## src/rtl/fetch_unit.sv

```systemverilog
// Instruction fetch unit: PC register, IDLE/RUN/HALT control FSM
// and the IF/ID pipeline register feeding decode.
module fetch_unit #(
    parameter int unsigned ADDR_WIDTH = 32,
    parameter int unsigned D_WIDTH = 32,
    parameter logic [ADDR_WIDTH-1:0] RESET_PC = '0
) (
    input  logic                  clk,
    input  logic                  rst_n,
    input  logic                  start,
    input  logic                  halt,
    input  logic                  stall,
    input  logic                  redirect,
    input  logic [ADDR_WIDTH-1:0] redirect_pc,
    output logic [ADDR_WIDTH-1:0] pc_addr,
    input  logic [D_WIDTH-1:0]    instr,
    output logic [D_WIDTH-1:0]    if_id_instr,
    output logic [ADDR_WIDTH-1:0] if_id_pc,
    output logic [ADDR_WIDTH-1:0] if_id_pc_next,
    output logic                  if_id_valid,
    output logic [1:0]            fetch_state
);

    typedef enum logic [1:0] {
        IDLE = 2'd0,
        RUN  = 2'd1,
        HALT = 2'd2
    } state_t;

    typedef struct packed {
        logic [D_WIDTH-1:0]    instr;
        logic [ADDR_WIDTH-1:0] pc;
        logic [ADDR_WIDTH-1:0] pc_next;
        logic                  valid;
    } if_id_t;

    state_t                state_q;
    state_t                state_d;
    logic [ADDR_WIDTH-1:0] pc_q;
    logic [ADDR_WIDTH-1:0] pc_d;
    logic [ADDR_WIDTH-1:0] pc_inc;
    if_id_t                ifid_q;
    if_id_t                ifid_d;

    // One-hot RUN action: halt beats redirect beats stall.
    logic act_halt;
    logic act_redir;
    logic act_stall;
    logic act_fetch;

    assign act_halt  = halt;
    assign act_redir = !halt && redirect;
    assign act_stall = !halt && !redirect && stall;
    assign act_fetch = !halt && !redirect && !stall;

    // Natural wrap at all-ones comes from the fixed width.
    assign pc_inc = pc_q + ADDR_WIDTH'(1);

    // Next-state, next-PC and next IF/ID slot.
    always_comb begin
        state_d = state_q;
        pc_d    = pc_q;
        ifid_d  = ifid_q;
        unique case (state_q)
            IDLE, HALT: begin
                ifid_d.valid = 1'b0;
                if (start) begin
                    state_d = RUN;
                end
            end
            RUN: begin
                unique case (1'b1)
                    act_halt: begin
                        state_d      = HALT;
                        ifid_d.valid = 1'b0;
                    end
                    act_redir: begin
                        pc_d         = redirect_pc;
                        ifid_d.valid = 1'b0;
                    end
                    act_stall: begin
                        pc_d = pc_q;
                    end
                    act_fetch: begin
                        ifid_d = '{
                            instr:   instr,
                            pc:      pc_q,
                            pc_next: pc_inc,
                            valid:   1'b1
                        };
                        pc_d = pc_inc;
                    end
                    default: begin
                        pc_d = pc_q;
                    end
                endcase
            end
            default: begin
                state_d      = IDLE;
                ifid_d.valid = 1'b0;
            end
        endcase
    end

    // State, PC and IF/ID registers with async clear.
    always_ff @(posedge clk or negedge rst_n) begin
        if (!rst_n) begin
            state_q <= IDLE;
            pc_q    <= RESET_PC;
            ifid_q  <= '0;
        end else begin
            state_q <= state_d;
            pc_q    <= pc_d;
            ifid_q  <= ifid_d;
        end
    end

    assign pc_addr       = pc_q;
    assign if_id_instr   = ifid_q.instr;
    assign if_id_pc      = ifid_q.pc;
    assign if_id_pc_next = ifid_q.pc_next;
    assign if_id_valid   = ifid_q.valid;
    assign fetch_state   = state_q;

endmodule

```

## config.mk

```make
export PLATFORM = sky130hd
export DESIGN_NAME = fetch_unit
export DESIGN_NICKNAME = d
export VERILOG_FILES = /design/src/rtl/fetch_unit.sv
export SDC_FILE = /design/constraint.sdc
export NUM_CORES = 1
export LEC_CHECK = 0
export ABC_AREA = 1
export CORE_AREA = 4 4 121 123
export DETAILED_ROUTE_END_ITERATION = 8
export DIE_AREA = 0 0 125 127
export PLACE_DENSITY = 0.88
export SETUP_SLACK_MARGIN = 0.1
export SLEW_MARGIN = 15
export SYNTH_ARGS = -nofsm -noshare
export SYNTH_HDL_FRONTEND = slang
export SYNTH_SLANG_ARGS = --single-unit
export TNS_END_PERCENT = 100
```

## constraint.sdc

```tcl
create_clock -name clk -period 2 [get_ports clk]
set_clock_uncertainty 0.05 [all_clocks]
set_input_delay 0.3 -clock clk [delete_from_list [all_inputs] [get_ports clk]]
set_output_delay 0.3 -clock clk [all_outputs]
set_load 0.005 [all_outputs]
```

* Word-level counts from Yosys, hierarchy flattened
Cells that the tools add are included.
** Storage, ports and cells
- Register bits :: 131
- Word-level logic and storage cells :: 31
- Output and inout bits :: 131
- Input port bits :: 70
** Cells by class
- Add/subtract/negate cells :: 1
- Mux-type cells :: 6
- Reductions and logical operators :: 13
- Equal/unequal tests :: 5
** Operator list (number)
- $pmux W32 S2 :: 1
- $add A32 B1 Y32 const B :: 1
- $reduce_and A2 Y1 :: 3
- $mux W2 :: 2
- $ne A2 B2 Y1 const B :: 2
- $pmux W2 S2 :: 1
- $reduce_or A2 Y1 :: 2
- $logic_and A1 B1 Y1 :: 3
- $logic_not A1 Y1 :: 3
- $ne A3 B3 Y1 const B :: 1
- $eq A2 B1 Y1 const B :: 1
- $eq A2 B2 Y1 const B :: 1
- $logic_not A2 Y1 :: 1
- $pmux W1 S2 :: 1
- $reduce_bool A2 Y1 :: 1
- $mux W1 :: 1

* Longest topological paths before layout
- Word-level depth :: 5
- Gate-level depth with buffers :: 10
- Mapped depth without buffers :: 10

* Worst setup path after synthesis
No wires, ideal clock.
- Kind :: register to register
- Start :: register pc_q[1] (netlist: pc_addr[1])
- End :: register pc_q[14] (netlist: pc_addr[14])
- Arrival :: 1.322 ns
- Slack :: 0.495 ns
- Cell stages (with the launch flop) :: 9
- Clock period less this slack :: 1.505 ns
- Path buffers :: 0
- Cell sequence :: dfrtp_1 -> ha_1 -> nand2_1 -> nor2_2 -> nand2_1 -> o21ai_0 -> nand3_1 -> nand2_1 -> o21ai_0
** Between the ends
- Word-level cells in the longest chain between the ends :: 2
** Ends and longest elaborated chain
- start: declaration :: RTL line 39 : logic [ADDR_WIDTH-1:0] pc_q;
- start signal: assignment :: RTL line 113 : pc_q <= pc_d;
- $add A32 B1 Y32 :: RTL line 57 : assign pc_inc = pc_q + ADDR_WIDTH'(1);
- $pmux W32 S2 :: RTL line 72 : unique case (1'b1)
Every way passes these cells.
A chain may end at the register's enable or synchronous reset.

* Worst setup path after layout
- Start :: register pc_q[9] (netlist: pc_addr[9])
- End :: output pc_addr[9]
** RTL lines
- end: declaration :: RTL line 15 : output logic [ADDR_WIDTH-1:0] pc_addr,
No word-level cell between the ends.

==> metrics.txt <==
sequence of cells on the critical path=buf_4 -> clkdlybuf4s50_1; Cell Pwr Density=~1500 nW/um^2; 1st-iter DRT viols=between 500 and 600; CTS tree=done; clk root buf=clkbuf_16; CP required=1.65 ns; Fin. Hold Viols=0; post-route cell area=roughly 9000 um^2; ANT nets after route=0; Seq/Total Area, Yosys=0.534; Final setup viols=0; RSZ-0062 raised after global routing=true; count of cell types in the netlist=27; Vias=5990; dpl hpwl=13700 um; Die W=125 um; vias in the first global route=5830; TritonCTS Buffers=17; Setup WS post-layout=roughly 0.14 ns; die area=15900 um^2; r2r setup slk=approximately 0.25 ns; overall power=about 13 mW; syn_area_per_cell=7.64 um^2; clock slew seen by the registers of the worst setup and hold paths=approximately 0.050 ns; io pins=between 200 and 250; final slew viol count=0; Syn Inst Count=803; Cell Rows=43; ratio of cells with drive above 1 in the final layout=0.0648; maximum number of pins on one net before global-route repair=roughly 110; Sink Count=131; first-pass GRT wire length=between 20000 and 30000 um; part of the cycle the worst path needs=0.928; Initial Utilization=0.449; Vias/cell=about 5.0; Reg2Reg Launch Point=pc_addr[1]; peak supply drop=between 0.6 and 0.7 mV; # diodes=0; Longest Clk Path Bufs=2; flops & latches, synth=approximately 130; outcome=completed; max cap viols=0; dpl ws=-0.0966 ns; Synth area leaders=dfrtp_1 (53%), nand2_1 (21%), nor2_1 (6.2%); synthesized cell area=a little over 6000 um^2; Tightest Hold Check Type=input port to async pin; Worst Setup Path Type=flop to output pin; Clock Latency Late Sink=between 0.4 and 0.5 ns; worst relative slew slack=0.712; Placement Cell Area=~8400 um^2; post-synth top area share=0.534; Synthesis Warnings=0; total core area=between 10000 and 15000 um^2; Die Height=roughly 130 um; worst reg2reg path endpoint=pc_addr[26]; Final Net Count=between 1000 and 1500; path depth of the worst reg2reg path=10; Pleak=between 4 and 5 nW; Setup crit start kind=flop; PortBufs=200; routed wire length per instance=approximately 15 um; CP Capture Type=output pin; area leader, netlist=dfrtp_1; Total Routed Length=about 19000 um; Worst EP arrival=1.51 ns; slowest stage delay, CP=between 0.5 and 0.6 ns; crit path time final=1.86 ns; Finished Core Util=0.659; Worst Max-Slew Pin Slew=between 0.4 and 0.5 ns; Fillers=1117; DRC Markers=0; initial antenna violation count=0; gr ovfl total=0; Area Growth Syn to Fin=46.8%; fmax=0.539 GHz; Placer Congestion=between 0.9 and 1; CTS H-Tree Depth=4; CP max FO=4; first-pass detailed-route iteration total=5; Net Count, Synth=roughly 870; GRT Total Usage=0.235; CP max-delay cell=clkdlybuf4s50_1
-- final cells by class --
type	instances	area, um^2	share of cell area
multi-input combinational	592	2540	0.282
clock inverter	4	45.0	0.00500
clock buffer	26	529	0.0588
timing repair buffer	218	2200	0.245
inverter	48	185	0.0206
sequential	131	3280	0.364
tap	180	225	0.0250
-- cell usage after synthesis --
library cell    n
xnor2_1         1
nand3b_1        1
clkbuf_1       11
a22oi_1         1
dfrtp_1       131
a21oi_1         3
o21ai_0        52
inv_1          45
buf_4           2
xor2_1          7
buf_1           5
o22ai_1         5
o21ai_2         1
inv_2           3
nand3_4         1
nand2_2         4
nor2_1        102
o211ai_1        2
buf_6           1
nor2_4          5
a31oi_1         9
nand3_1        37
nor2_2          3
buf_2          13
o21ai_1        11
ha_1            1
nand2_1       346
-- timing repair --
item                       in CTS  in global routing
gates cloned                    0                  0
hold endpoints to repair       34                  0
pin swaps                       0                  0
resized for setup               1                  4
buffers inserted                0                  0
hold buffers                    1                  0
setup endpoints to repair       1                  8
-- power breakdown --
part / switching, mW / internal, mW / total (mW)
registers: 1.02 / 3.90 / 4.92
logic: 2.42 / 3.04 / 5.46
clock network: 1.06 / 1.92 / 2.98
-- metal layers --
| metal | share of wire | up-vias | global-route usage |
|---|---|---|---|
| li1 | - | 2912 | - |
| met1 | 0.41 | 2837 | 0.291 |
| met2 | 0.49 | 216 | 0.394 |
| met3 | 0.076 | 25 | 0.0694 |
| met4 | 0.022 | 0 | 0.0855 |
| met5 | 0 | - | 0 |
-- critical path: cells and delay by family, from the launching register on --
kind	cells	cell delay, ns
buffers and inverters	2	0.69
DFF	1	0.41
-- stage by stage --
step | instances | TNS, ns | hold slack [ns]
global route | 1199 | 0 | 0.312
floorplan | 803 | 0 | -0.0456
global placement | 1168 | -0.0444 | 0.179
finish | 1199 | 0 | 0.301
detailed placement | 1168 | -0.192 | 0.179
CTS | 1199 | 0 | 0.305
-- cell families (layout without fill, tap and decap cells) --
kind of cell    count (synthesis)  after routing  synth area share
xor+xnor                        8              8            0.0114
simple gates                  499            499             0.325
compound gates                 84             84            0.0732
fa+ha+maj                       1              1           0.00204
flops                         131            131             0.534
buf+inv                        80            296            0.0541
-- cells in the final DEF, fill, tap and decap left out, types with 2 or more instances in the layout --
cell and instances:
nor2_2 4, buf_12 5, nand2_2 5, o21ai_1 13, o21ai_0 50, o211ai_1 2, clkbuf_16 17, inv_2 2
a31oi_1 9, nand2_1 345, o22ai_1 5, nor2_4 5, nor2_1 101, clkinv_2 4, a21oi_1 3, dfrtp_1 131
clkdlybuf4s50_1 199, clkbuf_8 7, inv_1 44, clkbuf_1 2, buf_4 12, nand3_1 37, xor2_1 7
-- flip-flops by register name, summed over array words and instances (netlist names) --
signal and count:
if_id_pc_next 32, fetch_state 2, if_id_instr 32, if_id_valid 1
pc_addr 32, if_id_pc 32
-- worst max-delay path by stage --
stage	from	to	slack [ns]
2_1_floorplan	pc_addr[1]	pc_addr[14]	0.50
3_3_place_gp	halt	pc_addr[2]	-0.04
3_5_place_dp	halt	pc_addr[2]	-0.1
4_1_cts	pc_addr[9]	pc_addr[9]	0.13
5_1_grt	pc_addr[1]	pc_addr[30]	0.09
6_report	pc_addr[9]	pc_addr[9]	0.14
Note: power is estimated with default switching activity, not from simulation.
